<file path="src/rtl/host_device_bus_pkg.sv">
// Shared helpers for the host/device interconnect.
package host_device_bus_pkg;

  // Index width for an N-entry selector; never narrower than one bit.
  function automatic int unsigned idx_width(input int unsigned n);
    return (n < 2) ? 1 : $clog2(n);
  endfunction

endpackage

</file>
<file path="src/rtl/bus_prio_arb.sv">
// Generic fixed-priority selector: lowest set request bit wins.
// Ports:
//   req_i     request vector
//   valid_c   any request present
//   onehot_c  one-hot grant of the winning bit
//   idx_c     binary index of the winning bit
module bus_prio_arb #(
  parameter int unsigned N    = 2,
  parameter int unsigned IdxW = 1
) (
  input  logic [N-1:0]    req_i,
  output logic            valid_c,
  output logic [N-1:0]    onehot_c,
  output logic [IdxW-1:0] idx_c
);

  // Isolate the lowest set bit (two's-complement trick).
  always_comb begin
    valid_c  = |req_i;
    onehot_c = req_i & (~req_i + N'(1));
  end

  // Scan high-to-low so the lowest index is written last and wins.
  always_comb begin
    idx_c = '0;
    for (int i = int'(N) - 1; i >= 0; i--) begin
      if (req_i[i]) idx_c = IdxW'(i);
    end
  end

endmodule

</file>
<file path="src/rtl/host_device_bus.sv">
// Single-cycle host/device interconnect with fixed-priority arbitration,
// base/mask address decode and one-cycle registered response routing.
// Ports:
//   clk_i, rst_ni                       clock, async active-low reset
//   host_req_i/host_gnt_o               host request / same-cycle grant
//   host_addr_i/we_i/be_i/wdata_i       host request payload
//   host_rvalid_o/rdata_o/err_o         host response (one cycle after grant)
//   device_req_o                        request to the decoded device
//   device_addr_o/we_o/be_o/wdata_o     winner payload broadcast to all devices
//   device_rvalid_i/rdata_i/err_i       device response
//   cfg_device_addr_base/mask           per-device decode window
module host_device_bus
  import host_device_bus_pkg::*;
#(
  parameter int unsigned NrDevices    = 1,
  parameter int unsigned NrHosts      = 1,
  parameter int unsigned DataWidth    = 32,
  parameter int unsigned AddressWidth = 32
) (
  input  logic                      clk_i,
  input  logic                      rst_ni,

  input  logic                      host_req_i           [NrHosts],
  output logic                      host_gnt_o           [NrHosts],
  input  logic [AddressWidth-1:0]   host_addr_i          [NrHosts],
  input  logic                      host_we_i            [NrHosts],
  input  logic [DataWidth/8-1:0]    host_be_i            [NrHosts],
  input  logic [DataWidth-1:0]      host_wdata_i         [NrHosts],
  output logic                      host_rvalid_o        [NrHosts],
  output logic [DataWidth-1:0]      host_rdata_o         [NrHosts],
  output logic                      host_err_o           [NrHosts],

  output logic                      device_req_o         [NrDevices],
  output logic [AddressWidth-1:0]   device_addr_o        [NrDevices],
  output logic                      device_we_o          [NrDevices],
  output logic [DataWidth/8-1:0]    device_be_o          [NrDevices],
  output logic [DataWidth-1:0]      device_wdata_o       [NrDevices],
  input  logic                      device_rvalid_i      [NrDevices],
  input  logic [DataWidth-1:0]      device_rdata_i       [NrDevices],
  input  logic                      device_err_i         [NrDevices],

  input  logic [AddressWidth-1:0]   cfg_device_addr_base [NrDevices],
  input  logic [AddressWidth-1:0]   cfg_device_addr_mask [NrDevices]
);

  localparam int unsigned BeWidth  = DataWidth / 8;
  localparam int unsigned HostIdxW = idx_width(NrHosts);
  localparam int unsigned DevIdxW  = idx_width(NrDevices);

  logic [NrHosts-1:0]      host_req_vec;
  logic [NrHosts-1:0]      host_gnt_vec;
  logic                    host_valid;
  logic [HostIdxW-1:0]     host_sel;

  logic [NrDevices-1:0]    dev_match;
  logic [NrDevices-1:0]    dev_onehot;
  logic                    dev_valid;
  logic [DevIdxW-1:0]      dev_sel;

  logic [AddressWidth-1:0] win_addr;
  logic                    win_we;
  logic [BeWidth-1:0]      win_be;
  logic [DataWidth-1:0]    win_wdata;

  logic                    pend_q;
  logic                    unmapped_q;
  logic [HostIdxW-1:0]     host_q;
  logic [DevIdxW-1:0]      dev_q;

  logic                    resp_rvalid;
  logic [DataWidth-1:0]    resp_rdata;
  logic                    resp_err;

  // Flatten host requests for the arbiter.
  always_comb begin
    host_req_vec = '0;
    for (int unsigned h = 0; h < NrHosts; h++) host_req_vec[h] = host_req_i[h];
  end

  bus_prio_arb #(
    .N    (NrHosts),
    .IdxW (HostIdxW)
  ) u_host_arb (
    .req_i    (host_req_vec),
    .valid_c  (host_valid),
    .onehot_c (host_gnt_vec),
    .idx_c    (host_sel)
  );

  // Winner payload mux; all-zero when nobody requests.
  always_comb begin
    win_addr  = '0;
    win_we    = 1'b0;
    win_be    = '0;
    win_wdata = '0;
    for (int unsigned h = 0; h < NrHosts; h++) begin
      if (host_gnt_vec[h]) begin
        win_addr  = host_addr_i[h];
        win_we    = host_we_i[h];
        win_be    = host_be_i[h];
        win_wdata = host_wdata_i[h];
      end
    end
  end

  // Devices never stall, so every arbitration winner is granted.
  always_comb begin
    for (int unsigned h = 0; h < NrHosts; h++) host_gnt_o[h] = host_gnt_vec[h];
  end

  // Gated by host_valid so an idle all-zero address cannot hit a device.
  always_comb begin
    dev_match = '0;
    for (int unsigned d = 0; d < NrDevices; d++) begin
      dev_match[d] = host_valid &&
                     ((win_addr & cfg_device_addr_mask[d]) == cfg_device_addr_base[d]);
    end
  end

  bus_prio_arb #(
    .N    (NrDevices),
    .IdxW (DevIdxW)
  ) u_dev_arb (
    .req_i    (dev_match),
    .valid_c  (dev_valid),
    .onehot_c (dev_onehot),
    .idx_c    (dev_sel)
  );

  // Request to the decoded device; payload broadcast to all.
  always_comb begin
    for (int unsigned d = 0; d < NrDevices; d++) begin
      device_req_o[d]   = dev_onehot[d];
      device_addr_o[d]  = win_addr;
      device_we_o[d]    = win_we;
      device_be_o[d]    = win_be;
      device_wdata_o[d] = win_wdata;
    end
  end

  // Response selection captured on every grant; pend_q marks the response cycle.
  always_ff @(posedge clk_i or negedge rst_ni) begin
    if (!rst_ni) begin
      pend_q     <= 1'b0;
      unmapped_q <= 1'b0;
      host_q     <= '0;
      dev_q      <= '0;
    end else begin
      pend_q     <= host_valid;
      unmapped_q <= host_valid & ~dev_valid;
      if (host_valid) begin
        host_q <= host_sel;
        dev_q  <= dev_sel;
      end
    end
  end

  // Pick the registered device's response, or synthesize an error if unmapped.
  always_comb begin
    resp_rvalid = 1'b0;
    resp_rdata  = '0;
    resp_err    = 1'b0;
    if (unmapped_q) begin
      resp_rvalid = 1'b1;
      resp_err    = 1'b1;
    end else begin
      for (int unsigned d = 0; d < NrDevices; d++) begin
        if (dev_q == DevIdxW'(d)) begin
          resp_rvalid = device_rvalid_i[d];
          resp_rdata  = device_rdata_i[d];
          resp_err    = device_err_i[d];
        end
      end
    end
  end

  // Only the registered host sees the response; everyone else is held at zero.
  always_comb begin
    for (int unsigned h = 0; h < NrHosts; h++) begin
      host_rvalid_o[h] = 1'b0;
      host_rdata_o[h]  = '0;
      host_err_o[h]    = 1'b0;
      if (pend_q && (host_q == HostIdxW'(h))) begin
        host_rvalid_o[h] = resp_rvalid;
        host_rdata_o[h]  = resp_rdata;
        host_err_o[h]    = resp_err;
      end
    end
  end

endmodule

</file>
<file path="config.mk">
export PLATFORM = sky130hd
export DESIGN_NAME = host_device_bus
export DESIGN_NICKNAME = d
export VERILOG_FILES = /design/src/rtl/host_device_bus_pkg.sv /design/src/rtl/bus_prio_arb.sv /design/src/rtl/host_device_bus.sv
export SDC_FILE = /design/constraint.sdc
export NUM_CORES = 1
export LEC_CHECK = 0
export ABC_CLOCK_PERIOD_IN_PS = 1400
export CAP_MARGIN = 20
export CORE_AREA = 2 2 108 110
export CTS_CLUSTER_SIZE = 40
export DETAILED_ROUTE_END_ITERATION = 10
export DIE_AREA = 0 0 110 112
export GPL_ROUTABILITY_DRIVEN = 0
export REMOVE_ABC_BUFFERS = 1
export SYNTH_ARGS = -nofsm -noshare
export SYNTH_HDL_FRONTEND = slang
export SYNTH_SLANG_ARGS = --single-unit
</file>
<file path="constraint.sdc">
create_clock -name clk_i -period 1.4 [get_ports clk_i]
set_input_delay 0.14 -clock clk_i [delete_from_list [all_inputs] [get_ports clk_i]]
set_output_delay 0.14 -clock clk_i [all_outputs]
set_load 0.02 [all_outputs]
</file>
# --- Yosys cells after proc, flatten, opt, wreduce, memory -nomap -nowiden ---
# Cells that the tools add are included.
classes:
  add_sub_neg: 2
  eq_ne: 1
  n_mux: 10
  n_bitwise: 6
  reduce_logical: 1
ops:
  columns: ["cell", "count"]
  rows:
  - ["$mux W32", 4]
  - ["$and A32 B32 Y32", 1]
  - ["$eq A32 B32 Y1", 1]
  - ["$mux W1", 5]
  - ["$mux W4", 1]
  - ["$and A1 B1 Y1", 3]
  - ["$add A1 B1 Y1 const B", 2]
  - ["$not A1 Y1", 2]
  - ["$logic_and A1 B1 Y1", 1]
word_totals:
  reg_bits: 2
  input_bits: 170
  out_inout_bits: 105
  word_cells: 22

# --- Logic depth before layout (Yosys ltp) ---
logic_depth:
  word_depth: 10
  ltp_mapped: 6
  depth_no_buf: 5

# --- Cells and area by module ---
# From an unflattened synthesis, not the netlist that was laid out.
hier_totals:
  hier_cells: 214
  area_unflattened_um2: 1462.7
modules_own_cells:
  columns: ["mod", "instances", "cells_each", "area_per_inst_um2", "seq_area_each_um2"]
  rows:
  - ["host_device_bus", 1, 206, 1410.1, 100.1]
  - ["bus_prio_arb", 2, 4, 26.3, 0.0]

# --- Worst setup path after synthesis ---
# Ideal clock, no wire load.
synth_path:
  path_kind: "input to output"
  from: "input port host_req_i"
  to: "output port device_req_o"
  arrival_time_ns: 1.170
  required_ns: 1.260
  slack_ns: 0.090
  path_stages: 6
  n_path_buf: 1
  path_cell_list: "buf_4 nand3_1 xor2_1 nand4_1 nor4_1 and3_1"
synth_via:
  elab_chain_cells: 10
synth_lines:
  columns: ["item", "line", "rtl"]
  rows:
  - ["start, declared", "host_device_bus.sv:23", "input logic host_req_i [NrHosts],"]
  - ["$not A1 Y1", "bus_prio_arb.sv:20", "onehot_c = req_i & (~req_i + N'(1));"]
  - ["$add A1 B1 Y1", "bus_prio_arb.sv:20", null]
  - ["$and A1 B1 Y1", "bus_prio_arb.sv:20", null]
  - ["$mux W32", "host_device_bus.sv:97", "if (host_gnt_vec[h]) begin"]
  - ["$and A32 B32 Y32", "host_device_bus.sv:116", "((win_addr & cfg_device_addr_mask[d]) == cfg_device_addr_base[d]);"]
  - ["$eq A32 B32 Y1", "host_device_bus.sv:116", null]
  - ["$logic_and A1 B1 Y1 (*)", "host_device_bus.sv:115", "dev_match[d] = host_valid &&"]
  - ["$not A1 Y1", "bus_prio_arb.sv:20", null]
  - ["$add A1 B1 Y1", "bus_prio_arb.sv:20", null]
  - ["$and A1 B1 Y1 (*)", "bus_prio_arb.sv:20", null]
  - ["end, declared", "host_device_bus.sv:33", "output logic device_req_o [NrDevices],"]
# Every way passes the cells marked *; elsewhere a longest branch is shown, timed or not.

# --- Worst setup path after layout ---
# Same ends and word-level chain as after synthesis.

==> run metrics <==
CTS root buffer=clkbuf_16; HPWL after DPL=7.40 mm; DRT antenna net count=0; most common cell in the netlist=and2_1; Hold/Removal Path Class=in2async; number of global-route vias before repair=approximately 2700; IO Port Bufs=about 270; Rel. slew slack=0.824; Core ar.=11200 sq um; fin nets=656; TritonCTS Sinks=2; most used cell, CP=buf_16; cells along the critical path=buf_16, buf_16, nand3_2, xor2_1, nand4_1, nor4_2, and3_4, buf_6; crit start category=input pin; RSZ-0062 raised after global routing=yes; Synth top cells by count=101 x and2_1, 32 x nand3_1, 32 x xor2_1; first-pass GRT wire length=around 14 mm; Post-CTS Hold Buffers=0; Clock H-tree levels=1; mean area per synthesized cell=6.57 sq um; TritonCTS clock tree=done; Reg power frac=0.036; total gr overflow=0; I/O Pins=275; Switching Share=0.334; Vias/cell=3.92; cell internal pwr=between 1 and 1.5 mW; Rows=39; Comb pwr share=0.722; WP depth=8; Post-synth ARST share=1.00; slowest CP cell=nor4_2; PD cells=373 nW/um^2; Slew Viols, Final=0; final worst path period need=1.66 ns; WP data arrival=1.52 ns; maximum clock path buffer count=2; Critical Path End Type=output pin; final hold slack=0.0870 ns; Post-synth EDFFs=0; top cell type's share of synthesized area=0.488; mapped cell area=1290 sq um; P_sw=0.587 mW; largest area contributor in the netlist=and2_1; die area=~12000 sq um; library cells used by synthesis=14; CP max FO=8; register area share after synthesis=0.0387; largest net degree at the start of global routing=32; Hold Vio Cnt, Final=0; CP Buf/Inv Count=3; clock buffer count from CTS=3; Layout fillers=1178; initial antenna violation count=1; Critical Path Start=host_req_i; Tcrit/Tclk final=1.18; crit path kind=in2out; Starting DRT DRC Count=58; failing checks=setup timing; CP top delay family=simple AND/OR/NAND/NOR gates; Reg clk slew, reported paths=0.03 ns; Initial Util=0.116; via count=about 2500; final setup vio count=29; static leakage power=~2.3 nW; die height=~110 um; wire per inst=15.3 um; prevailing post-synth register cell=dfrtp_1; max cap viols=0; GRT Util Overall=0.143; status=complete, but fails checks; VDD IR max=264 uV; DRC violation count after routing=0; top achievable clock speed=604 MHz; Slew @ Worst Pin=0.262 ns; TritonRoute pass-1 iters=3; setup ws final=-0.255 ns; Synth area leaders=and2_1 49%, xor2_1 22%, nand3_1 12%, dfrtp_1 3.9%, nand4_1 3.9%; Syn Inst Count=197; final design utilization=0.421; Data required, critical path=1.26 ns; Setup crit end=device_req_o; WL final=approximately 9.6 mm; Die Width=110 um; # diodes=0; Crit path largest cell delay=0.34 ns; #FFs+latches synth=2; synthesis-to-layout area growth=264%; Synthesis Warnings=0; Clock Power Share=0.242; share of cells above drive strength 1=0.252
## power groups by stage
stage / combinational, mW / sequential (mW) / clock (mW)
finish: 1.27 / 0.0635 / 0.424
global route: 1.35 / 0.0640 / 0.439
global placement: 1.24 / 0.0630 / 0
CTS: 1.23 / 0.0635 / 0.432
detailed placement: 1.24 / 0.0632 / 0
floorplan: 0.381 / 0.0635 / 0
## repair_timing
action,in CTS,in global routing
setup endpoints to repair,104,36
resized for setup,406,51
buffers inserted,4,8
endpoints found under the hold margin,0,0
pin swaps,66,50
gates cloned,8,0
## how the worst min path moves through the flow
stage,start,end,slack [ns],cells past startpoint
after floorplan,rst_ni,pend_q,-0.16,0
after CTS,rst_ni,pend_q,0.09,1
after global routing,rst_ni,pend_q,0.09,1
final,rst_ni,pend_q,0.09,1
after detailed placement,rst_ni,unmapped_q,0.32,1
after global placement,rst_ni,pend_q,0.31,1
## stage by stage
stage | power, mW | cells | TNS, ns | setup WS [ns] | instance area, sq um
2_1_floorplan | 0.445 | 182 | -5.05 | -0.158 | 1220
3_3_place_gp | 1.30 | 607 | -13.89 | -1.03 | 4220
3_5_place_dp | 1.31 | 607 | -14.50 | -1.03 | 4220
4_1_cts | 1.72 | 622 | -0.806 | -0.297 | 4500
5_1_grt | 1.86 | 627 | -2.24 | -0.356 | 4700
6_report | 1.76 | 627 | -0.704 | -0.255 | 4700
## state kept, by name, indices dropped and copies added, names as in the netlist
register	cells
unmapped_q	1
pend_q	1
## placed cells by master, fill, tap and decap left out, types with 4 or more instances in the layout
cell type,Yosys,final
dlymetal6s2s_1,0,6
buf_4,2,9
buf_16,0,4
nand3_2,0,18
buf_6,1,41
nand4_1,8,8
and2_1,101,69
nand3_1,32,11
clkdlybuf4s15_1,0,5
xor2_1,32,31
clkdlybuf4s50_1,0,73
and2_4,0,32
dlygate4sd2_1,0,154
## metal layers
metal  share of wire  vias up  track usage  wire length, um
met2            0.51      155        0.274             4900
li1                -     1214            -                -
met5          0.0014        -            0               13
met4          0.0060        2       0.0219               57
met1            0.35     1082        0.146             3330
met3            0.13        6       0.0539             1260
## kinds of logic after synthesis
logic type             after synthesis  share of synthesized area
AND/OR/NAND/NOR                    145                      0.670
AO/OA/AOI/OAI                        3                     0.0174
flip-flops                           2                     0.0387
XOR/XNOR                            32                      0.217
buffers and inverters               15                     0.0571
## area by class of cell
| class | instances | area (sq um) | area share |
|---|---|---|---|
| Clock buffer | 3 | 75.1 | 0.0160 |
| Multi-Input combinational cell | 180 | 1410 | 0.300 |
| Sequential cell | 2 | 50.0 | 0.0106 |
| Tap cell | 143 | 179 | 0.0380 |
| Timing Repair Buffer | 299 | 2990 | 0.636 |
(Power assumes the default switching activity.)
